==> config.mk <==
export PLATFORM = sky130hd
export DESIGN_NAME = decompress_unpack_flat
export DESIGN_NICKNAME = d
export VERILOG_FILES = /design/src/rtl/decompress_unpack_if.sv /design/src/rtl/decompress_unpack.sv /design/src/flat_wrapper.sv
export SDC_FILE = /design/constraint.sdc
export NUM_CORES = 2
export LEC_CHECK = 0
export CELL_PAD_IN_SITES_DETAIL_PLACEMENT = 1
export CELL_PAD_IN_SITES_GLOBAL_PLACEMENT = 1
export CORE_MARGIN = 4
export CORE_UTILIZATION = 40
export CTS_BUF_LIST = sky130_fd_sc_hd__clkbuf_4 sky130_fd_sc_hd__clkbuf_8 sky130_fd_sc_hd__clkbuf_16
export CTS_CLUSTER_DIAMETER = 150
export DETAILED_ROUTE_END_ITERATION = 8
export PLACE_DENSITY_LB_ADDON = 0.1
export SLEW_MARGIN = 30
export SYNTH_ARGS = -nofsm -noshare
export SYNTH_HDL_FRONTEND = slang
export SYNTH_SLANG_ARGS = --single-unit
==> constraint.sdc <==
create_clock -name clk -period 21.2 [get_ports clk]
set_input_delay 4.24 -clock clk [delete_from_list [all_inputs] [get_ports clk]]
set_output_delay 4.24 -clock clk [all_outputs]
set_load 0.005 [all_outputs]
==> src/rtl/decompress_unpack_if.sv <==
// Stream-in / memory-write-out bundle for decompress_unpack.
interface decompress_unpack_if #(
  parameter int IN_W    = 64,
  parameter int COEFF_W = 24
);
  logic [IN_W-1:0]      data_i;
  logic                 data_valid_i;
  logic                 data_ready_o;
  logic                 mem_wr_valid;
  logic [4*COEFF_W-1:0] mem_wr_data;

  modport master (output data_i, data_valid_i,
                  input  data_ready_o, mem_wr_valid, mem_wr_data);
  modport slave  (input  data_i, data_valid_i,
                  output data_ready_o, mem_wr_valid, mem_wr_data);
endinterface

==> src/rtl/decompress_unpack.sv <==
// ML-KEM Decompress_d unpacker: 64-bit LSB-first stream in, 4 coefficients per write out.
// Optional macro DECOMPRESS_D12_EN adds mode 5 (d=12 pass-through with range flag on err).
module decompress_unpack #(
  parameter int COEFF_W = 24,
  parameter int IN_W    = 64
) (
  input  logic               clk,
  input  logic               reset,
  input  logic               zeroize,
  input  logic               decompress_enable,
  input  logic [2:0]         mode,
  input  logic [2:0]         num_poly,
  decompress_unpack_if.slave bus,
  output logic               busy,
  output logic               done,
  output logic               err
);

  typedef enum logic [1:0] {S_IDLE, S_RUN, S_DONE} state_t;

  state_t               state;
  logic [127:0]         bits_q;
  logic [7:0]           fill;
  logic [7:0]           words_in;
  logic [7:0]           in_words;
  logic [8:0]           wr_cnt;
  logic [8:0]           wr_total;
  logic [3:0]           d_q;
  logic                 vld_p1;
  logic [4*COEFF_W-1:0] data_p1;

  logic [3:0]           d_new;
  logic [5:0]           pop_w;
  logic                 start_ok;
  logic                 start_bad;
  logic                 accept;
  logic                 extract;
  logic                 last_wr;
  logic                 ext_err;
  logic [127:0]         shifted;
  logic [127:0]         bits_next;
  logic [7:0]           fill_after;
  logic [11:0]          x_lane [4];
  logic [4*COEFF_W-1:0] y_word;

  function automatic logic [3:0] d_of_mode(input logic [2:0] m);
    case (m)
      3'd0:    return 4'd1;
      3'd1:    return 4'd4;
      3'd2:    return 4'd5;
      3'd3:    return 4'd10;
      3'd4:    return 4'd11;
`ifdef DECOMPRESS_D12_EN
      3'd5:    return 4'd12;
`endif
      default: return 4'd0;
    endcase
  endfunction

  // Round-half-up of x*q/2^d; the 24-bit product never overflows for d <= 11.
  function automatic logic [11:0] decompress(input logic [11:0] x, input logic [3:0] d);
    logic [23:0] prod;
`ifdef DECOMPRESS_D12_EN
    if (d == 4'd12) return x;
`endif
    prod = 24'(x) * 24'd3329 + (24'd1 << (d - 4'd1));
    return 12'(prod >> d);
  endfunction

  function automatic logic [11:0] lane(input logic [127:0] b, input int unsigned k,
                                       input logic [3:0] d);
    logic [11:0] mask;
    mask = 12'((13'd1 << d) - 13'd1);
    return 12'(b >> (k * d)) & mask;
  endfunction

  assign d_new     = d_of_mode(mode);
  assign pop_w     = {d_q, 2'b00};
  assign start_ok  = (state == S_IDLE) && decompress_enable && (d_new != 4'd0) &&
                     (num_poly != 3'd0) && (num_poly <= 3'd4);
  assign start_bad = (state == S_IDLE) && decompress_enable && !start_ok;

  assign bus.data_ready_o = (state == S_RUN) && (fill <= 8'd64) && (words_in < in_words);
  assign accept  = bus.data_ready_o && bus.data_valid_i;
  assign extract = (state == S_RUN) && (fill >= {2'b00, pop_w}) && (wr_cnt < wr_total);
  assign last_wr = extract && (wr_cnt == wr_total - 9'd1);

  // New word lands just above whatever survives this cycle's pop.
  always_comb begin
    shifted    = extract ? (bits_q >> pop_w) : bits_q;
    fill_after = extract ? (fill - {2'b00, pop_w}) : fill;
    bits_next  = shifted;
    if (accept) bits_next = shifted | ({{(128-IN_W){1'b0}}, bus.data_i} << fill_after);
  end

  always_comb begin
    y_word = '0;
    for (int k = 0; k < 4; k++) begin
      x_lane[k] = lane(bits_q, k, d_q);
      y_word[k*COEFF_W +: COEFF_W] = COEFF_W'(decompress(x_lane[k], d_q));
    end
  end

`ifdef DECOMPRESS_D12_EN
  logic over;
  always_comb begin
    over = 1'b0;
    for (int k = 0; k < 4; k++)
      if ((d_q == 4'd12) && (x_lane[k] >= 12'd3329)) over = 1'b1;
  end
  assign ext_err = extract && over;
`else
  assign ext_err = 1'b0;
`endif

  always_ff @(posedge clk) begin
    if (reset || zeroize) begin
      state    <= S_IDLE;
      bits_q   <= '0;
      fill     <= '0;
      words_in <= '0;
      in_words <= '0;
      wr_cnt   <= '0;
      wr_total <= '0;
      d_q      <= '0;
      vld_p1   <= 1'b0;
      data_p1  <= '0;
      busy     <= 1'b0;
      done     <= 1'b0;
      err      <= 1'b0;
    end else begin
      // p0 -> p1: extracted lanes become the registered memory write
      vld_p1 <= extract;
      if (extract) data_p1 <= y_word;
      done <= 1'b0;
      err  <= start_bad || ext_err;
      case (state)
        S_IDLE: begin
          if (start_ok) begin
            state    <= S_RUN;
            busy     <= 1'b1;
            d_q      <= d_new;
            in_words <= 8'(num_poly) * 8'({d_new, 2'b00});
            wr_total <= {num_poly, 6'd0};
            words_in <= '0;
            wr_cnt   <= '0;
            fill     <= '0;
            bits_q   <= '0;
          end
        end
        S_RUN: begin
          bits_q <= bits_next;
          fill   <= fill_after + (accept ? 8'd64 : 8'd0);
          if (accept)  words_in <= words_in + 8'd1;
          if (extract) wr_cnt   <= wr_cnt + 9'd1;
          if (last_wr) state    <= S_DONE;
        end
        default: begin
          state <= S_IDLE;
          busy  <= 1'b0;
          done  <= 1'b1;
        end
      endcase
    end
  end

  assign bus.mem_wr_valid = vld_p1;
  assign bus.mem_wr_data  = data_p1;

endmodule

==> src/flat_wrapper.sv <==
// flat-port wrapper written by rule: the top's interface ports become plain ports
module decompress_unpack_flat 
#(
  parameter int COEFF_W = 24,
  parameter int IN_W    = 64
)
  (clk, reset, zeroize, decompress_enable, mode, num_poly, busy, done, err, bus_data_i, bus_data_valid_i, bus_data_ready_o, bus_mem_wr_valid, bus_mem_wr_data);
  decompress_unpack_if #(.IN_W(IN_W), .COEFF_W(COEFF_W)) bus_i ();
  input  logic clk;
  input  logic reset;
  input  logic zeroize;
  input  logic decompress_enable;
  input  logic [2:0] mode;
  input  logic [2:0] num_poly;
  output logic busy;
  output logic done;
  output logic err;
  input wire logic [$bits(bus_i.data_i)-1:0] bus_data_i;
  input wire logic [$bits(bus_i.data_valid_i)-1:0] bus_data_valid_i;
  output wire logic [$bits(bus_i.data_ready_o)-1:0] bus_data_ready_o;
  output wire logic [$bits(bus_i.mem_wr_valid)-1:0] bus_mem_wr_valid;
  output wire logic [$bits(bus_i.mem_wr_data)-1:0] bus_mem_wr_data;
  assign bus_i.data_i = bus_data_i;
  assign bus_i.data_valid_i = bus_data_valid_i;
  assign bus_data_ready_o = bus_i.data_ready_o;
  assign bus_mem_wr_valid = bus_i.mem_wr_valid;
  assign bus_mem_wr_data = bus_i.mem_wr_data;
  decompress_unpack #(.COEFF_W(COEFF_W), .IN_W(IN_W)) u_core (.clk(clk), .reset(reset), .zeroize(zeroize), .decompress_enable(decompress_enable), .mode(mode), .num_poly(num_poly), .bus(bus_i), .busy(busy), .done(done), .err(err));
endmodule
==> flow_metrics.py <==
metrics = {
    "yosys": {
        "yosysMostFrequentCell": "ha_1",
        "synth.yosys.seq_area_share_pct": 12.2,
        "synth_edf_count": 0,
        "synth.largest_area_cell": "ha_1",
        "synth_area_leaders": "ha_1, dfxtp_1, mux4_2",
        "synthDistinctLibCells": 105,
        "yosys_warnings": 0,
        "asyncSetResetFlopFracSynth_pct": 0,
        "netlist_instances": 4348,
        "synth_seq_cells": 217,
        "ys.flop_type": "dfxtp_1",
        "syn_area_per_cell_um2": 8.22,
        "synth_common_cells": "ha_1, nand2_1, nor2_1",
        "synth.top_cell.area_share_pct": 14.8,
        "synthesis.area_um2": 35800,
    },
    "setup_path": {
        "startpoint": "u_core.d_q[0]$_SDFFE_PP0P_",
        "r2r_cells": 28,
        "cp_slowest_stage_delay_ns": 0.73,
        "cp_common_cell": "inv_1",
        "crit-reg2reg-launch": "u_core.d_q[0]$_SDFFE_PP0P_",
        "r2r_slack_ns": 12.19,
        "cp.required_ns": 21.73,
        "worst-setup-path-type": "flop to flop",
        "timing.critical_path.arrival_ns": 9.55,
        "crit_family": "adder cells",
        "critPathBufInv": 8,
        "worstSetupStartpointType": "flop",
        "end_kind": "flop",
        "path_max_fanout": 84,
        "reg2reg_to": "u_core.bus.mem_wr_data[76]$_SDFFE_PP0P_",
        "worst_path_max_delay_cell": "buf_4",
    },
    "pwr": {
        "peakVddDrop_uv": 75.6,
        "total_power_mw": 1.16,
        "p_leak_nw": 16.4,
        "power.density_nw_per_um2": 30.1,
    },
    "clock_tree": {
        "htreeDepth": 1,
        "cts_tree": "yes",
        "ctsResizeCount": 0,
        "clk_latency_ns": 0.67,
        "cts_sinks": 217,
        "cts_setup_buffers": 0,
        "numCtsBuffers": 31,
        "cts_buffer_depth": 3,
        "clkTransAtPathRegs_ns": 0.06,
        "ctsHoldBuffers": 0,
        "root_buffer": "clkbuf_16",
    },
    "floorplan": {
        "die_h_um": 307,
        "die-area_um2": 94200,
        "initial_core_util_pct": 40.4,
        "io_pins": 176,
        "rows": 109,
        "die_x_um": 307,
        "core-area_um2": 88500,
    },
    "timing": {
        "clock_skew_ns": 0.0547,
        "fin_hold_ws_ns": 0.461,
        "slew_headroom_pct": 28.5,
        "rsz0062_at_grt": "false",
        "timing.final.ws_setup_ns": 12.19,
        "finalSetupTns_ns": 0,
        "setup_viol": 0,
        "drv_slew": 0,
        "finalCritPeriodShare_pct": 42.5,
        "fmax_mhz": 111,
        "tightestPinTransition_ns": 1.07,
        "min_period_ns": 9.01,
        "finalHoldViolations": 0,
    },
    "run_status": {
        "status": "finished, final reports clean",
    },
    "global_routing": {
        "grt_pass1_wl_um": 230000,
        "grt_pass1_vias": 35100,
        "grt.overflow.total": 0,
        "track_usage_pct": 31.5,
        "antenna_found_initial": 4,
        "grt_max_degree": 85,
    },
    "drt": {
        "routed-via-count": 35300,
        "ant_nets": 0,
        "drtPass1Iterations": 5,
        "post_drt_wl_per_cell_um": 28.2,
        "drt_iter0_drc": 3115,
        "routed_via_density": 6.48,
        "routed_wl_um": 153000,
        "drcViolationCount": 0,
    },
    "final_layout": {
        "nFillCells": 10500,
        "syn_to_final_growth_pct": 7.97,
        "fin_nets": 4829,
        "multi_input_area_um2": 28800,
        "layout-drive-gt1-share_pct": 11.1,
        "register_area_um2": 4360,
    },
    "place": {
        "dp_slack_ns": 12.21,
        "routabilityCongestion": 0.964,
        "numPortBuffers": 127,
        "dp_hpwl_um": 119000,
    },
    "hold_path": {
        "worstHoldPathType": "flop to flop",
        "min_from": "u_core.bus.mem_wr_data[49]$_SDFFE_PP0P_",
        "min_delay_path_depth": 2,
        "whs_endpoint": "u_core.bus.mem_wr_data[49]$_SDFFE_PP0P_",
    },
    "job": {
        "maxCapViolations": 0,
    },
}
-- worst register-to-register path: cells and delay by family (launching register included) --
family                   cells  cell delay, ns
AND/OR/NAND/NOR              3            0.54
AO/OA/AOI/OAI                5            1.44
flip-flops                   1            0.48
adder cells (fa/ha/maj)      7            2.81
buffers and inverters        8            2.14
multiplexers                 4            1.30
XOR/XNOR                     1            0.22
-- cells by family (layout without fill, tap and decap cells) --
group	after synthesis	count (layout)	share of synthesized area, %
AND/OR/NAND/NOR	1108	1108	14.3
flip-flops	217	217	12.2
buffers and inverters	656	539	8.07
adder cells (fa/ha/maj)	500	500	19.1
XOR/XNOR	118	118	2.89
multiplexers	482	482	19.8
other	1	49	0.0105
AO/OA/AOI/OAI	1266	1266	23.7
-- routing by layer --
layer / up-vias / share of wire (%) / GRT usage [%]
met2: 1373 / 45 / 51.1
met4: 4 / 4.4 / 11.2
met3: 293 / 7.6 / 5.74
met5: - / 0.018 / 0
li1: 15900 / - / -
met1: 17700 / 43 / 42.1
-- final cells by class --
| class | instances | share of cell area, % |
|---|---|---|
| Multi-Input combinational cell | 3522 | 74.7 |
| Sequential cell | 217 | 11.3 |
| Timing Repair Buffer | 200 | 4.80 |
| Tap cell | 1165 | 3.78 |
| Inverter | 282 | 2.76 |
| Clock buffer | 43 | 2.34 |
| Clock inverter | 14 | 0.334 |
| Antenna cell | 1 | 0.00648 |
-- stage by stage --
stage               utilization (%)  instances  cell area [um2]
floorplan                         -       4395            35900
CTS                            43.6       5442            38600
detailed placement             42.4       5385            37500
global route                   43.6       5443            38600
global placement               42.4       5385            37500
finish                         43.6       5444            38600
-- placed cells by master (no fill, tap or decap), drive strengths merged, types with 37 or more instances in the layout --
cell type,instances
buf,73
nor2,329
xor2,44
clkbuf,43
and2,40
nor2b,53
a31oi,43
o21ai,285
a221oi,43
ha,422
o211ai,41
inv,285
a21o,38
a21oi,319
xnor2,74
a221o,37
dfxtp,217
mux4,172
nor3,74
fa,78
nand2,391
mux2i,231
clkdlybuf4s50,127
conb,48
and3,53
mux2,79
a22oi,37
nand3,69
a211oi,146
-- worst max-delay path by stage --
stage | end | slack [ns] | cells past startpoint
2_1_floorplan | u_core.bus.mem_wr_data[76]$_SDFFE_PP0P_ | 12.68 | 33
3_3_place_gp | u_core.bus.mem_wr_data[80]$_SDFFE_PP0P_ | 12.46 | 29
3_5_place_dp | u_core.bus.mem_wr_data[76]$_SDFFE_PP0P_ | 12.21 | 29
4_1_cts | u_core.bus.mem_wr_data[76]$_SDFFE_PP0P_ | 12.25 | 29
5_1_grt | u_core.bus.mem_wr_data[76]$_SDFFE_PP0P_ | 11.38 | 29
6_report | u_core.bus.mem_wr_data[76]$_SDFFE_PP0P_ | 12.19 | 28
-- flip-flops by register name, indices dropped and copies added (netlist names) --
name / cells
u_core.bits_q: 128
u_core.bus.mem_wr_data: 48
u_core.wr_cnt: 9
u_core.words_in: 8
u_core.fill: 6
u_core.in_words: 6
u_core.d_q: 3
u_core.wr_total: 3
u_core.state: 2
u_core.bus.mem_wr_valid: 1
u_core.busy: 1
u_core.done: 1
u_core.err: 1
-- where the power goes --
| part | leakage, nW | switching (mW) | internal (mW) | total [mW] |
|---|---|---|---|---|
| logic | 14.1 | 0.132 | 0.0685 | 0.200 |
| clock network | 0.519 | 0.241 | 0.311 | 0.551 |
| registers | 1.75 | 0.00143 | 0.408 | 0.410 |
| total | 16.4 | 0.374 | 0.787 | 1.16 |
Note: power is estimated with default switching activity, not from simulation.
